[src/rtl/stepper_pkg.sv]
// Shared definitions for the multi-channel stepper waveform generator.
//   PITCH_W_DEF / PULSE_W_DEF : default widths of the half-period and pulse-length fields
//   ch_state_t                : per-channel FSM encoding (ST_IDLE, ST_RUN)
//   MODE_SQUARE / MODE_PULSE  : values of the Mode input
package stepper_pkg;

  localparam int PITCH_W_DEF = 24;
  localparam int PULSE_W_DEF = 8;

  typedef enum logic {
    ST_IDLE = 1'b0,
    ST_RUN  = 1'b1
  } ch_state_t;

  localparam logic MODE_SQUARE = 1'b0;
  localparam logic MODE_PULSE  = 1'b1;

endpackage

[src/rtl/stepper_fm_channel.sv]
// One stepper waveform channel: FSM, half-period counter, held pitch/mode and
// registered output.
//   Clk, Reset : clock, synchronous active-high reset
//   Pitch      : half-period in Clk cycles (0 = silence)
//   Enable     : level run request; Enable=1 with Pitch!=0 starts/keeps the channel
//   Mode       : MODE_SQUARE (50% duty) or MODE_PULSE (fixed high time)
//   Pulse_len  : high time in pulse mode (0 treated as 1)
//   Fm_out     : registered step waveform
//   State      : current FSM state (ST_RUN while running)
// Enable and Pitch are levels, not handshakes: they are only looked at when
// the channel is idle or when the running half-period ends.
module stepper_fm_channel
  import stepper_pkg::*;
#(
  parameter int PITCH_W = PITCH_W_DEF,
  parameter int PULSE_W = PULSE_W_DEF
) (
  input  logic               Clk,
  input  logic               Reset,
  input  logic [PITCH_W-1:0] Pitch,
  input  logic               Enable,
  input  logic               Mode,
  input  logic [PULSE_W-1:0] Pulse_len,
  output logic               Fm_out,
  output ch_state_t          State
);

  ch_state_t          state_q, state_d;
  logic [PITCH_W-1:0] cnt_q, cnt_d;
  logic [PITCH_W-1:0] h_q, h_d;
  logic               phase_q, phase_d;
  logic               m_q, m_d;
  logic               fm_q, fm_d;

  logic               start_req;
  logic               boundary;
  logic [PULSE_W-1:0] pulse_eff;

  // State register
  always_ff @(posedge Clk) begin
    if (Reset) begin
      state_q <= ST_IDLE;
      cnt_q   <= '0;
      h_q     <= '0;
      phase_q <= 1'b0;
      m_q     <= MODE_SQUARE;
      fm_q    <= 1'b0;
    end else begin
      state_q <= state_d;
      cnt_q   <= cnt_d;
      h_q     <= h_d;
      phase_q <= phase_d;
      m_q     <= m_d;
      fm_q    <= fm_d;
    end
  end

  // Next-state logic. H is never 0 in RUN (a zero pitch stops the channel),
  // so h_q-1 cannot underflow while the boundary compare matters.
  always_comb begin
    start_req = Enable && (Pitch != '0);
    boundary  = (cnt_q == h_q - PITCH_W'(1));
    state_d   = state_q;
    cnt_d     = cnt_q;
    h_d       = h_q;
    phase_d   = phase_q;
    m_d       = m_q;
    case (state_q)
      ST_IDLE: begin
        if (start_req) begin
          state_d = ST_RUN;
          cnt_d   = '0;
          phase_d = 1'b1;
          h_d     = Pitch;
          m_d     = Mode;
        end
      end
      ST_RUN: begin
        if (boundary) begin
          cnt_d = '0;
          if (!start_req) begin
            // Stop only at a half-period boundary, parking low.
            state_d = ST_IDLE;
            phase_d = 1'b0;
          end else begin
            // Pitch/mode are only reloaded here, so no partial half-periods.
            phase_d = ~phase_q;
            h_d     = Pitch;
            m_d     = Mode;
          end
        end else begin
          cnt_d = cnt_q + PITCH_W'(1);
        end
      end
    endcase
  end

  // Output logic: computed from next-state values so Fm_out is a register
  // aligned with the phase/counter it describes.
  always_comb begin
    pulse_eff = (Pulse_len == '0) ? PULSE_W'(1) : Pulse_len;
    fm_d      = phase_d && ((m_d == MODE_SQUARE) || (cnt_d < PITCH_W'(pulse_eff)));
  end

  assign Fm_out = fm_q;
  assign State  = state_q;

endmodule

[src/rtl/stepper_fm_multi.sv]
// Multi-channel stepper step-waveform generator: NUM_CH independent channels.
//   Clk, Reset : clock, synchronous active-high reset
//   Pitch      : NUM_CH half-periods, channel i at [i*PITCH_W +: PITCH_W]
//   Enable     : per-channel run request
//   Mode       : 0 square wave, 1 step-pulse (shared by all channels)
//   Pulse_len  : pulse-mode high time in Clk cycles (0 treated as 1)
//   FM_out     : registered step waveforms
//   Active     : 1 while the channel is running
module stepper_fm_multi
  import stepper_pkg::*;
#(
  parameter int NUM_CH  = 8,
  parameter int PITCH_W = PITCH_W_DEF,
  parameter int PULSE_W = PULSE_W_DEF
) (
  input  logic                      Clk,
  input  logic                      Reset,
  input  logic [NUM_CH*PITCH_W-1:0] Pitch,
  input  logic [NUM_CH-1:0]         Enable,
  input  logic                      Mode,
  input  logic [PULSE_W-1:0]        Pulse_len,
  output logic [NUM_CH-1:0]         FM_out,
  output logic [NUM_CH-1:0]         Active
);

  ch_state_t ch_state [NUM_CH];

  for (genvar i = 0; i < NUM_CH; i++) begin : g_ch
    stepper_fm_channel #(
      .PITCH_W (PITCH_W),
      .PULSE_W (PULSE_W)
    ) u_ch (
      .Clk       (Clk),
      .Reset     (Reset),
      .Pitch     (Pitch[i*PITCH_W +: PITCH_W]),
      .Enable    (Enable[i]),
      .Mode      (Mode),
      .Pulse_len (Pulse_len),
      .Fm_out    (FM_out[i]),
      .State     (ch_state[i])
    );
    assign Active[i] = (ch_state[i] == ST_RUN);
  end

endmodule

[config.mk]
export PLATFORM = sky130hd
export DESIGN_NAME = stepper_fm_multi
export DESIGN_NICKNAME = d
export VERILOG_FILES = /design/src/rtl/stepper_pkg.sv /design/src/rtl/stepper_fm_channel.sv /design/src/rtl/stepper_fm_multi.sv
export SDC_FILE = /design/constraint.sdc
export NUM_CORES = 1
export LEC_CHECK = 0
export ABC_CLOCK_PERIOD_IN_PS = 15510
export BUFFER_PORTS_ARGS = -buffer_cell sky130_fd_sc_hd__buf_2
export CAP_MARGIN = 20
export CORE_MARGIN = 1.5
export CORE_UTILIZATION = 60
export DETAILED_ROUTE_END_ITERATION = 8
export HOLD_SLACK_MARGIN = 0.15
export MAX_ROUTING_LAYER = met4
export PLACE_DENSITY = 0.8
export SYNTH_ARGS = -nofsm -noshare
export SYNTH_HDL_FRONTEND = slang
export SYNTH_SLANG_ARGS = --single-unit
[constraint.sdc]
create_clock -name Clk -period 15.51 [get_ports Clk]
set_clock_uncertainty 0.1 [all_clocks]
set_input_delay 1.551 -clock Clk [delete_from_list [all_inputs] [get_ports Clk]]
set_output_delay 1.551 -clock Clk [all_outputs]
set_load 0.02 [all_outputs]
Word-level counts from Yosys, hierarchy flattened
Index checks and enable logic that the tools add are counted.
Widths: inputs -> output; s select.
Word-level totals
  output and inout port bits: 16
  register bits: 416
  input port bits: 211
Operators by class
  reductions and logical operators: 33
  $add $sub $neg: 16
  bitwise operators: 24
  equality and inequality tests: 16
  magnitude comparators: 8
  multiplexer cells: 129
Operators with widths (count)
  $mux 24: 32
  $pmux 24 s2: 16
  $add 24x1->24 const B: 8
  $eq 24x24->1: 8
  $lt 24x8->1: 8
  $reduce_bool 24->1: 8
  $sub 24x1->24 const B: 8
  $mux 1: 56
  $pmux 1 s2: 24
  $not 1->1: 24
  $logic_and 1x1->1: 16
  $ne 2x2->1 const B: 8
  $logic_not 8->1: 1
  $logic_or 1x1->1: 8
  $mux 8: 1

Logic depth before layout (Yosys ltp)
  depth in word-level cells: 8
  depth in mapped cells: 25

Hierarchy
Synthesis repeated with hierarchy kept, for this count alone.
Unflattened totals
  cell total of the unflattened synthesis: 3737
  area total of the unflattened synthesis: 29995.0 um^2
By module, submodules not included
  stepper_fm_channel (g_ch[0].u_ch ...): area an instance 3738.6 um^2, cells an instance 461, seq. area each 1041.0 um^2, instances 7
  stepper_fm_channel (g_ch[7].u_ch): area an instance 3824.9 um^2, cells an instance 510, seq. area each 1041.0 um^2, instances 1

Worst setup path before layout
Ideal clock, no wire load.
  path kind: register to register
  start: register g_ch[2].u_ch.h_q[0]
  end: register g_ch[2].u_ch.fm_q
  setup slack: 10.256 ns
  period minus slack after synthesis: 5.254 ns
  library setup time: 0.065 ns
  arrival: 5.089 ns
  path buffers: 2
  cell stages (with the launch flop): 21
  cell sequence: dfxtp_1 > inv_1 > ha_1 > or4b_1 > nor4_4 > xnor2_1 > or4_1 > or3b_1 > o41ai_4 > buf_4 > buf_4 > o31ai_1 > ha_1 > a211o_1 > o22ai_1 > o32ai_1 > or4_1 > nor3_1 > o221a_2 > a41oi_1 > nor2b_1
On the way
  longest elaborated chain between the ends: 7
  elaborated cells on any way between the ends: 12
  classes of those cells: 1 x add/sub; 1 x order compare; 1 x eq/ne; 6 x mux; 1 x bitwise; 2 x reduce/logical
Ends and longest elaborated chain
  start: declaration: RTL line stepper_fm_channel.sv:30  | logic [PITCH_W-1:0] h_q, h_d;
  start signal: assignment: RTL line stepper_fm_channel.sv:44  | h_q <= '0;
  start signal: assignment: RTL line stepper_fm_channel.sv:51  | h_q <= h_d;
  $sub 24x1->24: RTL line stepper_fm_channel.sv:62  | boundary = (cnt_q == h_q - PITCH_W'(1));
  $eq 24x24->1: RTL line stepper_fm_channel.sv:62
  $mux 24: RTL line stepper_fm_channel.sv:79  | if (boundary) begin
  $pmux 24 s2: RTL line stepper_fm_channel.sv:68  | case (state_q)
  net g_ch[2].u_ch.cnt_d[3]: RTL line stepper_fm_channel.sv:29  | logic [PITCH_W-1:0] cnt_q, cnt_d;
  $lt 24x8->1: RTL line stepper_fm_channel.sv:102  | fm_d = phase_d && ((m_d == MODE_SQUARE) || (cnt_d < PITCH_W'(pulse_eff)));
  $logic_or 1x1->1: RTL line stepper_fm_channel.sv:102
  $logic_and 1x1->1: RTL line stepper_fm_channel.sv:102
  end signal: assignment: RTL line stepper_fm_channel.sv:54  | fm_q <= fm_d;
  end: declaration: RTL line stepper_fm_channel.sv:33  | logic fm_q, fm_d;
The timed path passes the listed nets, and every way through them passes these cells.
A chain may end at the register's enable or synchronous reset.

Worst setup path after layout
  start: register g_ch[6].u_ch.h_q[0]
  end: register g_ch[6].u_ch.fm_q
On the way
  longest elaborated chain between the ends: 7
  elaborated cells on any way between the ends: 12
  classes of those cells: 1 x add/sub; 1 x order compare; 1 x eq/ne; 6 x mux; 1 x bitwise; 2 x reduce/logical
Ends and longest elaborated chain (RTL line)
  start: declaration: stepper_fm_channel.sv:30
  start signal: assignment: stepper_fm_channel.sv:44
  start signal: assignment: stepper_fm_channel.sv:51
  $sub 24x1->24: stepper_fm_channel.sv:62
  $eq 24x24->1: stepper_fm_channel.sv:62
  $mux 24: stepper_fm_channel.sv:79
  $pmux 24 s2: stepper_fm_channel.sv:68
  net g_ch[6].u_ch.cnt_d[2]: stepper_fm_channel.sv:29
  $lt 24x8->1: stepper_fm_channel.sv:102
  $logic_or 1x1->1: stepper_fm_channel.sv:102
  $logic_and 1x1->1: stepper_fm_channel.sv:102
  end signal: assignment: stepper_fm_channel.sv:54
  end: declaration: stepper_fm_channel.sv:33
The timed path passes the listed nets, and every way through them passes these cells.

==> run_results.csv <==
group,metric,value,unit
floorplan,start_util,61.2,%
logic_synthesis,synth_top_family_by_area,"simple AND/OR/NAND/NOR gates",
route,avgRoutedWirePerCell,17.9,um
critical_path,end_kind,"flop",
pwr,combinationalPowerShare,17.8,%
pwr,power_density,87.7,nW/um2
cts,h-tree-depth,2,
logic_synthesis,netlist_area,29400,um2
run,cap_violations,0,
logic_synthesis,syn_area_per_cell,7.68,um2
critical_path,r2r_cells,22,
layout,layout-drive-gt1-share,10.6,%
floorplan,die_area,50400,um2
logic_synthesis,synth-xor-area-share,8.95,%
logic_synthesis,synthAdderAreaFrac,3.06,%
critical_path,path_cells,"inv_1, ha_1, nor3b_1, nand4_1, or4_1, nand2_1, o21ai_0, or4_1, nand2_1, o21a_1, mux2i_1, ha_1, o21ai_0, a211o_1, o22a_1, nand4_1, nor3_1, nand3_1, a311oi_1, o31ai_1, nor4b_1, o21a_1",
pwr,p_switching,0.818,mW
pwr,p_int,1.98,mW
sta,slew-limit-headroom,25.5,%
critical_path,cp_top_family,"simple AND/OR/NAND/NOR gates",
cts,root_buffer,"clkbuf_16",
critical_path,cp_max_fo,25,
layout,nets,4118,
cts,clk_pin_slew,0.06,ns
cts,cts_resized,0,
logic_synthesis,synth_compound_area_share,16.6,%
cts,cts_hold_buf,0,
global_routing,grt_pass1_vias,25811,
logic_synthesis,ys.flop_type,"dfxtp_1",
layout,multiInputGateArea,19600,um2
layout,seq_area,8330,um2
route,vias,28707,
placement,dp_hpwl,57000,um
floorplan,chipHeight,224,um
logic_synthesis,syn_nets,4113,
logic_synthesis,synth_simple_gate_area_share,30.4,%
placement,port_buffers,226,
cts,cts_tree,"yes",
layout,layout_commonest_cell,"nor2_1",
placement,dp_slack,9.34,ns
global_routing,grt_antenna_before_repair,9,
floorplan,dieWidth,224,um
min_path,min_path_type,"flop to flop",
logic_synthesis,seq_area_frac_synth,28.3,%
layout,syn2layout_area_growth,8.50,%
sta,tns,0,ns
route,drc_errors,0,
critical_path,slowest_delay,0.75,ns
route,dr.pass1.iters,6,
route,routed_via_density,6.39,
placement,gp_congestion,0.947,
logic_synthesis,synth_cells,3830,
logic_synthesis,synth-seq-cells,416,
global_routing,gr-total-overflow,0,
critical_path,cpMaxStageDelayCell,"nand2_1",
critical_path,crit_required,15.95,ns
pwr,clkPwrFrac,40.4,%
pwr,p_leak,12.3,nW
min_path,min_from,"g_ch[3].u_ch.m_q",
floorplan,num_rows,80,
critical_path,cp.arrival,6.80,ns
logic_synthesis,synth_edf_count,0,
min_path,whs_path_depth,2,
cts,clk_path_buf_depth,3,
pwr,vdd_drop_max,0.0814,mV
route,dr.first_iter.drc_count,2811,
logic_synthesis,async_flop_share,0,%
sta,fin_crit_sh,41.0,%
critical_path,r2r-end,"g_ch[6].u_ch.Fm_out",
floorplan,core_region_area,48000,um2
sta,worst_slack,9.15,ns
route,ant_nets,0,
logic_synthesis,ys_warn_count,0,
cts,postCtsSetupRepairBufs,0,
layout,stdcell_area,31900,um2
sta,period_needed,6.36,ns
critical_path,criticalPathCategory,"flop to flop",
floorplan,ios,227,
cts,clock-sinks,416,
global_routing,grtUsageTotal,31.9,%
critical_path,critPathBufInv,1,
cts,numCtsBuffers,47,
route,drt-total-wl,80600,um
layout,fin_util,66.4,%
min_path,min_to,"g_ch[3].u_ch.m_q",
logic_synthesis,synthMuxAreaShare,7.34,%
sta,rsz0062_at_grt,"false",
sta,hold_viol,0,
critical_path,startpoint_type,"flop",
pwr,seqPwrFrac,41.7,%
cts,clock_latency,0.60,ns
sta,tightest_slew,1.12,ns
logic_synthesis,ys_types,92,
critical_path,r2r-start,"g_ch[6].u_ch.h_q[0]",
layout,fill_cells,4156,
global_routing,grt_pass1_wl,131000,um
outcome,run_status,"finished clean",
sta,max_clock_freq,157,MHz
critical_path,r2r_setup_slack,9.15,ns
placement,placed_area,30300,um2
layout,layout_common_cells,"458 x nor2_1, 416 x dfxtp_1, 233 x nand2_1",
sta,setup_viol,0,
global_routing,grt_max_degree,191,
sta,maxSlewViolCount,0,
pwr,swShare,29.2,%
[tightest hold or removal path: stages, from the launching register on]
cell and delay (ns):
dfxtp_1 0.30, mux2i_1 0.07, nor2_1 0.08
[synth_stat cells (119+ instances only)]
cell | n | area, um2
nor2_1 | 458 | 1720
dfxtp_1 | 416 | 8330
clkbuf_1 | 236 | 886
nand2_1 | 233 | 875
a21oi_1 | 213 | 1070
mux2i_1 | 209 | 2090
o21ai_0 | 203 | 1020
xnor2_1 | 167 | 1460
nor4_1 | 149 | 932
nand3_1 | 132 | 661
xor2_1 | 131 | 1150
nor3_1 | 119 | 596
[state kept, by name (all words and copies together) (netlist names)]
register and flops:
g_ch.u_ch.Fm_out 8, g_ch.u_ch.State 8, g_ch.u_ch.cnt_q 192, g_ch.u_ch.h_q 192
g_ch.u_ch.m_q 8, g_ch.u_ch.phase_q 8
[cells by family after synthesis]
group           count (synthesis)
mux                           215
buf+inv                       374
fa+ha+maj                      72
compound gates                762
flops                         416
simple gates                 1692
xor+xnor                      299
[how the worst max path moves through the flow]
stage / from / depth (start not counted) / slack, ns / end
3_5_place_dp: g_ch[6].u_ch.h_q[0] / 22 / 9.34 / g_ch[6].u_ch.Fm_out
6_report: g_ch[6].u_ch.h_q[0] / 22 / 9.15 / g_ch[6].u_ch.Fm_out
3_3_place_gp: g_ch[6].u_ch.h_q[0] / 22 / 9.43 / g_ch[6].u_ch.Fm_out
4_1_cts: g_ch[6].u_ch.h_q[0] / 22 / 9.31 / g_ch[6].u_ch.Fm_out
2_1_floorplan: g_ch[2].u_ch.h_q[0] / 20 / 10.26 / g_ch[2].u_ch.Fm_out
5_1_grt: g_ch[6].u_ch.h_q[0] / 22 / 8.55 / g_ch[6].u_ch.Fm_out
[power groups by stage]
stage,logic (mW),registers [mW],clock network [mW]
3_5_place_dp,0.486,1.19,0
3_3_place_gp,0.479,1.19,0
5_1_grt,0.548,1.17,1.19
4_1_cts,0.491,1.17,1.15
2_1_floorplan,0.385,1.16,0
6_report,0.499,1.17,1.13
[per-layer routing]
| layer | wire (um) | track usage (%) | share of wire (%) |
|---|---|---|---|
| met1 | 35800 | 41.5 | 44 |
| met2 | 36500 | 50.5 | 45 |
| met3 | 5560 | 4.40 | 6.9 |
| met4 | 2690 | 11.9 | 3.3 |
| met5 | 0 | - | 0 |
[cell type report]
cell class                      instances  area share [%]
Clock inverter                         15           0.541
Timing Repair Buffer                  251            4.26
Clock buffer                           68            4.31
Multi-Input combinational cell       3040            61.4
Antenna cell                            9          0.0706
Tap cell                              615            2.41
Inverter                               79           0.929
Sequential cell                       416            26.1
[stage by stage]
step / std cells / hold slack [ns] / power [mW]
3_5_place_dp: 4399 / 0.379 / 1.68
4_1_cts: 4482 / 0.393 / 2.81
3_3_place_gp: 4399 / 0.370 / 1.67
2_1_floorplan: 3830 / 0.355 / 1.55
5_1_grt: 4493 / 0.416 / 2.91
6_report: 4493 / 0.389 / 2.80
Note: power is estimated with default switching activity, not from simulation.
